<file path="config.mk">
export PLATFORM = sky130hd
export DESIGN_NAME = mode_transition_controller
export DESIGN_NICKNAME = d
export VERILOG_FILES = /design/src/rtl/mode_transition_controller_pkg.sv /design/src/rtl/mode_transition_controller_toggle_edge_detector.sv /design/src/rtl/mode_transition_controller.sv
export SDC_FILE = /design/constraint.sdc
export NUM_CORES = 1
export LEC_CHECK = 0
export CAP_MARGIN = 10
export CORE_AREA = 2 2 39 41
export DETAILED_ROUTE_END_ITERATION = 12
export DIE_AREA = 0 0 41 43
export PLACE_DENSITY = 0.76
export RECOVER_POWER = 100
export SETUP_SLACK_MARGIN = 0.5
export SYNTH_ARGS = -nofsm -noshare
export SYNTH_HDL_FRONTEND = slang
export SYNTH_HIERARCHICAL = 1
export SYNTH_SLANG_ARGS = --single-unit
</file>
<file path="constraint.sdc">
create_clock -name clk -period 2.5 [get_ports clk]
set_input_delay 0.25 -clock clk [delete_from_list [all_inputs] [get_ports clk]]
set_output_delay 0.25 -clock clk [all_outputs]
set_load 0.05 [all_outputs]
</file>
<file path="src/rtl/mode_transition_controller_pkg.sv">
// Shared types and helpers for the exhaust-hood mode transition controller.
// State encoding, default mode encodings and counter sizing live here.
package mode_transition_controller_pkg;

  typedef enum logic [1:0] {
    IDLE     = 2'd0,
    ARMED    = 2'd1,
    FIRE     = 2'd2,
    COOLDOWN = 2'd3
  } state_t;

  localparam int DEFAULT_MODE_WIDTH = 3;
  localparam int DEFAULT_NUM_MODES  = 5;
  localparam logic [DEFAULT_MODE_WIDTH-1:0] FIRST_MODE = 3'd0;
  localparam logic [DEFAULT_MODE_WIDTH-1:0] LAST_MODE  = 3'd4;

  // Width able to hold the larger of the two saturating counts.
  function automatic int cnt_width(input int hold, input int cool);
    int m;
    m = (hold > cool) ? hold : cool;
    return (m < 1) ? 1 : $clog2(m + 1);
  endfunction

endpackage

</file>
<file path="src/rtl/mode_transition_controller_toggle_edge_detector.sv">
// Rising-edge detector for the debounced operator toggle level.
module toggle_edge_detector (
  input  logic clk,
  input  logic rst,
  input  logic level,
  output logic rise
);

  logic toggle_d_r;

  // One-cycle delay of the button level.
  always_ff @(posedge clk or posedge rst) begin
    if (rst) begin
      toggle_d_r <= 1'b0;
    end else begin
      toggle_d_r <= level;
    end
  end

  assign rise = level & ~toggle_d_r;

endmodule

</file>
<file path="src/rtl/mode_transition_controller.sv">
// Mode-step request generator: qualifies a toggle press and emits one request pulse.
// Optional long-press hold stage is built when MODE_TRANSITION_LONG_PRESS_EN is defined.
module mode_transition_controller
  import mode_transition_controller_pkg::*;
#(
  parameter int                   MODE_WIDTH      = 3,
  parameter int                   NUM_MODES       = 5,
  parameter logic [NUM_MODES-1:0] SRC_MASK        = {NUM_MODES{1'b1}},
  parameter int                   STEP_UP         = 1,
  parameter int                   HOLD_CYCLES     = 4,
  parameter int                   COOLDOWN_CYCLES = 8
) (
  input  logic                  clk,
  input  logic                  rst,
  input  logic [MODE_WIDTH-1:0] current_mode,
  input  logic                  toggle_signal,
  output logic                  transition_req,
  output logic [MODE_WIDTH-1:0] transition_target,
  output logic                  busy
);

  localparam int CNT_W = cnt_width(HOLD_CYCLES, COOLDOWN_CYCLES);
  localparam logic [CNT_W-1:0]          COOL_MAX     = CNT_W'(COOLDOWN_CYCLES);
  localparam logic [MODE_WIDTH:0]       NUM_MODES_W  = (MODE_WIDTH+1)'(NUM_MODES);
  localparam logic [MODE_WIDTH-1:0]     LAST_MODE_W  = MODE_WIDTH'(NUM_MODES - 1);
  localparam logic [2**MODE_WIDTH-1:0]  SRC_MASK_EXT = (2**MODE_WIDTH)'(SRC_MASK);

  // Wrapped neighbour of a mode in the configured step direction.
  function automatic logic [MODE_WIDTH-1:0] step_mode(input logic [MODE_WIDTH-1:0] m);
    logic [MODE_WIDTH-1:0] r;
    if (STEP_UP != 0) begin
      r = (m == LAST_MODE_W) ? {MODE_WIDTH{1'b0}} : m + MODE_WIDTH'(1);
    end else begin
      r = (m == {MODE_WIDTH{1'b0}}) ? LAST_MODE_W : m - MODE_WIDTH'(1);
    end
    return r;
  endfunction

  state_t                state_r, state_s;
  logic [CNT_W-1:0]      cool_cnt_r, cool_cnt_s;
  logic [MODE_WIDTH-1:0] target_s;
  logic                  rise_s;
  logic                  mode_ok_s;

`ifdef MODE_TRANSITION_LONG_PRESS_EN
  localparam logic [CNT_W-1:0] HOLD_LAST = CNT_W'(HOLD_CYCLES - 1);
  logic [CNT_W-1:0]      hold_cnt_r, hold_cnt_s;
  logic [MODE_WIDTH-1:0] armed_mode_r, armed_mode_s;
`endif

  toggle_edge_detector u_edge (
    .clk   (clk),
    .rst   (rst),
    .level (toggle_signal),
    .rise  (rise_s)
  );

  // Out-of-range modes fail the range test before the mask is consulted.
  assign mode_ok_s = ({1'b0, current_mode} < NUM_MODES_W) & SRC_MASK_EXT[current_mode];

  // Next-state, counter and target selection.
  always_comb begin
    state_s    = state_r;
    cool_cnt_s = cool_cnt_r;
    target_s   = transition_target;
`ifdef MODE_TRANSITION_LONG_PRESS_EN
    hold_cnt_s   = hold_cnt_r;
    armed_mode_s = armed_mode_r;
`endif
    case (state_r)
      IDLE: begin
        if (rise_s && mode_ok_s) begin
`ifdef MODE_TRANSITION_LONG_PRESS_EN
          state_s      = ARMED;
          armed_mode_s = current_mode;
          hold_cnt_s   = {CNT_W{1'b0}};
`else
          state_s  = FIRE;
          target_s = step_mode(current_mode);
`endif
        end else begin
          state_s = IDLE;
        end
      end
`ifdef MODE_TRANSITION_LONG_PRESS_EN
      ARMED: begin
        if (!toggle_signal) begin
          state_s = IDLE;
        end else if (current_mode != armed_mode_r) begin
          state_s = IDLE;
        end else if (hold_cnt_r == HOLD_LAST) begin
          state_s  = FIRE;
          target_s = step_mode(armed_mode_r);
        end else begin
          hold_cnt_s = hold_cnt_r + CNT_W'(1);
        end
      end
`endif
      FIRE: begin
        state_s    = COOLDOWN;
        cool_cnt_s = {CNT_W{1'b0}};
      end
      COOLDOWN: begin
        // A still-held button keeps us here so one press yields one request.
        if ((cool_cnt_r >= COOL_MAX) && !toggle_signal) begin
          state_s = IDLE;
        end else if (cool_cnt_r < COOL_MAX) begin
          cool_cnt_s = cool_cnt_r + CNT_W'(1);
        end else begin
          cool_cnt_s = cool_cnt_r;
        end
      end
      default: begin
        state_s = IDLE;
      end
    endcase
  end

  // State, counters and registered outputs.
  always_ff @(posedge clk or posedge rst) begin
    if (rst) begin
      state_r           <= IDLE;
      cool_cnt_r        <= {CNT_W{1'b0}};
      transition_req    <= 1'b0;
      transition_target <= {MODE_WIDTH{1'b0}};
      busy              <= 1'b0;
`ifdef MODE_TRANSITION_LONG_PRESS_EN
      hold_cnt_r        <= {CNT_W{1'b0}};
      armed_mode_r      <= {MODE_WIDTH{1'b0}};
`endif
    end else begin
      state_r           <= state_s;
      cool_cnt_r        <= cool_cnt_s;
      transition_req    <= (state_s == FIRE);
      transition_target <= target_s;
      busy              <= (state_s != IDLE);
`ifdef MODE_TRANSITION_LONG_PRESS_EN
      hold_cnt_r        <= hold_cnt_s;
      armed_mode_r      <= armed_mode_s;
`endif
    end
  end

endmodule
</file>
==> results of run 1 <==
==> cells in the final DEF (no fill, tap or decap), types with 2 or more instances in the layout <==
| cell | Yosys | routed |
|---|---|---|
| nor2b_1 | 1 | 2 |
| a22o_1 | 2 | 2 |
| dlygate4sd3_1 | 0 | 7 |
| clkdlybuf4s50_1 | 0 | 3 |
| ha_1 | 4 | 4 |
| or3b_1 | 1 | 2 |
| inv_1 | 9 | 9 |
| nor2_1 | 3 | 3 |
| nand2_1 | 5 | 5 |
| o21ai_0 | 2 | 2 |
| clkbuf_4 | 0 | 3 |
| dfrtp_1 | 12 | 12 |
| a22o_2 | 2 | 2 |
==> final timing paths <==
check	startpoint	to	slack [ns]	depth (start not counted)
worst max-delay path	transition_target[2]	transition_target[2]	0.75	1
worst min-delay path	rst	u_edge/toggle_d_r	0.26	2
worst max register to register	u_edge/toggle_d_r	transition_target[1]	0.96	4
worst min register to register	transition_target[0]	transition_target[0]	0.50	1
max in group asynchronous	rst	transition_req	1.79	2
min in group clk	transition_target[0]	transition_target[0]	0.50	1
==> cells in the mapped netlist <==
master and instances:
dfrtp_1 12, inv_1 9, nand2_1 5, ha_1 4, nor2_1 3, a22o_1 2
a22o_2 2, o21ai_0 2, a21o_4 1, a21oi_1 1, a41oi_1 1, mux2_2 1
mux2_4 1, nor2b_1 1, nor2b_4 1, or3b_1 1, or3b_4 1
==> where the power goes <==
| part | switching [mW] | internal, mW | leakage [nW] |
|---|---|---|---|
| clock network | 0.0668 | 0.0885 | 0.0210 |
| registers | 0.0572 | 0.270 | 0.148 |
| logic | 0.201 | 0.126 | 0.192 |
==> state kept, by name (all words and copies together), names as in the netlist <==
register / count
cool_cnt_r: 4
transition_target: 3
state_r: 2
busy: 1
transition_req: 1
u_edge/toggle_d_r: 1
==> area by class of cell <==
class                      instances  area, um2
sequential                        12        300
multi-input combinational         27        201
clock buffer                       4       36.3
timing repair buffer              10        100
inverter                           9       33.8
fill                             137        692
tap                               16       20.0
==> layer usage <==
layer  up-vias  share of wire (%)
met5         -                  0
met4         0                  0
met3         0                4.1
met2         7                 52
met1       182                 44
li1        185                  -
==> cell families (layout without fill, tap and decap cells) <==
family          Yosys count  in the layout  synth area share, %
flops                    12             12                 53.9
fa+ha+maj                 4              4                 8.99
mux                       2              2                 4.72
compound gates            9              9                 13.7
buf+inv                   9             23                 6.07
simple gates             12             12                 12.6
==> metrics by stage <==
| step | hold slack, ns | std cells | worst slack, ns | util (%) |
|---|---|---|---|---|
| floorplan | -0.0213 | 48 | 1.05 | - |
| global placement | 0.418 | 74 | 0.570 | 48.9 |
| detailed placement | 0.419 | 74 | 0.546 | 48.9 |
| CTS | 0.115 | 78 | 0.795 | 51.5 |
| global route | 0.276 | 78 | 0.678 | 50.0 |
| finish | 0.260 | 78 | 0.751 | 50.0 |
==> flow_summary.ini, run 1 <==
[outcome]
status = completed

[place]
dpl.hpwl_um = 667
port_buffers = 10
place_area_um2 = 677
gp_congestion = 0.671

[clock_network]
cts_tree = built
clock_path_buffers = 2
cts_num_sinks = 12
cts_root_buffer = clkbuf_4
cts_resized = 0
insertion_delay_ns = 0.27
holdBufCountCts = 0
htreeDepth = 1
cts_buffers = 3
clk_pin_slew_ns = 0.08
post_cts_buffers = 0

[global_route]
grt_overflow = 0
use_met2_pct = 20.0
antenna_found_initial = 0
met3_usage_pct = 3.14
grt_pass1_vias = 400
grt_use_total_pct = 13.4
grt_pass1_wl_um = 1590
gr-max-usage-layer = met2
use_met1_pct = 16.8
grt_max_degree = 12

[floorplan]
initial_utilization_pct = 40.2
coreArea_um2 = 1380
rows = 14
ios = 11
fp.dieArea_um2 = 1760
die_h_um = 43
die_w_um = 41

[yosys]
syn_inst = 48
yosysSeqAreaShare_pct = 53.9
synth_fp_nets = 58
syn_area_um2 = 557
synth_top_area_share_pct = 53.9
synth_warnings = 6
yosys.area.top_type = dfrtp_1
synthTopCellsByArea = dfrtp_1 (54%), ha_1 (9.0%), inv_1 (6.1%)
synth_seq_cells = 12
synth_cell_types = 17
postSynthAreaPerCell_um2 = 11.6

[cells_and_area]
drive_gt1_share_pct = 11.3
nets = 73
antenna_cells = 0
area_growth_pct = 24.3
fin_area_um2 = 692

[setup_path]
critical_path_class = flop to output port
arrival_ns = 1.50
path_cells = dlygate4sd3_1
worstPathRequired_ns = 2.25
max_stage_delay_ns = 0.87
critPathLaunchType = flop
path_max_fanout = 2
cp_num_buf_inv = 1
critPathCaptureType = output port
cpMaxStageDelayCell = dlygate4sd3_1
cp_top_family = buffers and inverters

[power_and_ir_drop]
leakage_nw = 0.361
finalPower_uw = 809
ir_worst_vdd_uv = 507
power.density_nw_per_um2 = 1170

[drt]
routed_wl_um = 868
drt-pass1-iter-count = 2
vias_per_cell = 4.79
wl_per_cell_um = 11.1
route.vias.total = 374
dr.first_iter.drc_count = 2
drc = 0
drtAntennaViolNets = 0

[sta]
period_needed_ns = 1.75
worst_pin_slew_ns = 0.504
drv_slew = 0
clock.fmax_ghz = 0.572
relSlewSlack_pct = 66.3
hold_viol = 0
finClkSkew_ns = 0.00124
rsz0062_at_grt = false
tns_ns = 0
finalCritPeriodShare_pct = 70.0
finalSetupViolCount = 0

[hold_path]
hold_class = input pin to asynchronous set/reset pin

[flow_run]
max-cap-violations = 0
Power figures use the tool's default switching activity.
==> run 2, diff against run 1 <==
--- a/config.mk
+++ b/config.mk
@@ -6,10 +6,10 @@
 export NUM_CORES = 1
 export LEC_CHECK = 0
 export CAP_MARGIN = 10
-export CORE_AREA = 2 2 39 41
+export CORE_MARGIN = 2
+export CORE_UTILIZATION = 42
 export DETAILED_ROUTE_END_ITERATION = 12
-export DIE_AREA = 0 0 41 43
-export PLACE_DENSITY = 0.76
+export PLACE_DENSITY = 0.79
 export RECOVER_POWER = 100
 export SETUP_SLACK_MARGIN = 0.5
 export SYNTH_ARGS = -nofsm -noshare
==> constraint.sdc (replaced) <==
create_clock -name clk -period 1.59 [get_ports clk]
set_input_delay 0.159 -clock clk [delete_from_list [all_inputs] [get_ports clk]]
set_output_delay 0.159 -clock clk [all_outputs]
set_load 0.05 [all_outputs]
==> flow_summary.ini, run 2 (synthesis results as in run 1) <==
[power_and_ir_drop]
power_frac_clock_pct = 14.7
p_switching_uw = 526
combPwrFrac_pct = 44.3
pwr-share-seq_pct = 41.0
ir_worst_vdd_uv = 874
switching_share_pct = 42.4
leakage_nw = 0.390
p_int_uw = 715
power.density_nw_per_um2 = 1700

[global_route]
use_met1_pct = 16.8
grt_overflow = 0
grt_use_total_pct = 15.3
grt_pass1_vias = 344
met3_usage_pct = 3.33
use_met2_pct = 27.4
grt_max_degree = 12
grt_pass1_wl_um = 1530
antenna_found_initial = 0
gr-max-usage-layer = met2

[floorplan]
initial_utilization_pct = 43.9
rows = 13
die_w_um = 40.4
ios = 11
die_h_um = 40.4
fp.dieArea_um2 = 1630
coreArea_um2 = 1270

[clock_network]
clock_path_buffers = 2
insertion_delay_ns = 0.27
cts_root_buffer = clkbuf_4
clk_pin_slew_ns = 0.07
cts_num_sinks = 12
htreeDepth = 1
cts_buffers = 3
holdBufCountCts = 0
cts_tree = built

[sta]
clock.fmax_ghz = 0.671
finalSetupViolCount = 0
finalCritPeriodShare_pct = 93.7
rsz0062_at_grt = true
relSlewSlack_pct = 60.2
worst_pin_slew_ns = 0.600
period_needed_ns = 1.49
hold_viol = 0
drv_slew = 0
tns_ns = 0
finClkSkew_ns = 0.00628

[cells_and_area]
final_cell_mix = dfrtp_1 (12), inv_1 (9), clkbuf_1 (7)
antenna_cells = 0
fillers = 115
final_common_cell = dfrtp_1
largest_reg_flops = 4
drive_gt1_share_pct = 26.1
reg.largest.list = cool_cnt_r x4, transition_target x3, state_r x2
finish.utilization_pct = 57.6
nets = 81
area_growth_pct = 31.2
fin_area_um2 = 731
top_register = cool_cnt_r

[outcome]
status = completed

[drt]
routed_wl_um = 994
drt-pass1-iter-count = 3
dr.first_iter.drc_count = 6
route.vias.total = 398
vias_per_cell = 4.74
wl_per_cell_um = 11.8
drtAntennaViolNets = 0
drc = 0

[setup_path]
worstReg2RegEnd = transition_target[1]
critPathLaunchType = input pin
r2r_cells = 4
path_max_fanout = 4
critPathCaptureType = flop
worstPathRequired_ns = 1.75
critical_path_class = input pin to flop
r2r_start = u_edge/toggle_d_r
rrSetupSlack_ns = 0.11
arrival_ns = 1.65

[place]
port_buffers = 10
place_area_um2 = 701
gp_congestion = 0.702
dpl.hpwl_um = 782

[flow_run]
max-cap-violations = 0

[hold_path]
hold_class = input pin to asynchronous set/reset pin
run 2: changes by cell type in the layout (fill, tap and decap cells not counted), moves of 2 or more:
| cell | change |
|---|---|
| buf_4 | +5 |
| clkbuf_1 | +7 |
| dlygate4sd3_1 | -6 |
| nor2b_1 | -2 |
| nor2b_4 | +2 |
run 2: worst max-delay path by stage:
stage,start,endpoint,slack [ns],cells after the start
after global placement,current_mode[0],transition_target[1],-0.19,6
after floorplan,u_edge/toggle_d_r,transition_target[1],0.14,4
after CTS,u_edge/toggle_d_r,transition_target[1],0.10,4
after detailed placement,current_mode[0],transition_target[1],-0.24,6
final,toggle_signal,transition_target[1],0.1,5
after global routing,u_edge/toggle_d_r,transition_target[1],0.05,4
run 2: worst max-delay path: stages:
cell	delay, ns
clkdlybuf4s50_1	0.48
nor2b_4	0.13
or3b_1	0.39
a21o_4	0.22
mux2_4	0.29
run 2: cell type report:
type	count	area, um2	share of cell area, %
multi-input combinational	27	233	31.8
tap	15	18.8	2.57
inverter	9	33.8	4.62
timing repair buffer	18	123	16.8
sequential	12	300	41.1
clock buffer	3	22.5	3.08
run 2: metal layers:
layer | part of all wire (%) | vias up
li1 | - | 202
met1 | 39 | 185
met2 | 56 | 9
met3 | 3.3 | 2
met4 | 1.9 | 0
met5 | 0 | -
run 2: power by group through the flow:
stage          registers (mW)  clock network [mW]  logic, mW
3_5_place_dp            0.516                   0      0.576
4_1_cts                 0.510               0.184      0.603
5_1_grt                 0.529               0.197      0.603
6_report                0.509               0.182      0.550
3_3_place_gp            0.512                   0      0.563
2_1_floorplan           0.680                   0      0.225
run 2: repair_timing:
item	CTS	global route
cloned	0	0
pin swaps	2	3
setup endpoints to repair	7	10
gates resized for setup	4	6
setup buffers	3	0
run 2: through the flow:
| step | hold WS [ns] | std cells | setup WS [ns] | power (mW) |
|---|---|---|---|---|
| final | 0.210 | 84 | 0.100 | 1.24 |
| after global routing | 0.202 | 84 | 0.0519 | 1.33 |
| after CTS | 0.0734 | 84 | 0.104 | 1.30 |
| after detailed placement | 0.364 | 78 | -0.236 | 1.09 |
| after global placement | 0.333 | 78 | -0.188 | 1.07 |
| after floorplan | -0.112 | 48 | 0.137 | 0.906 |
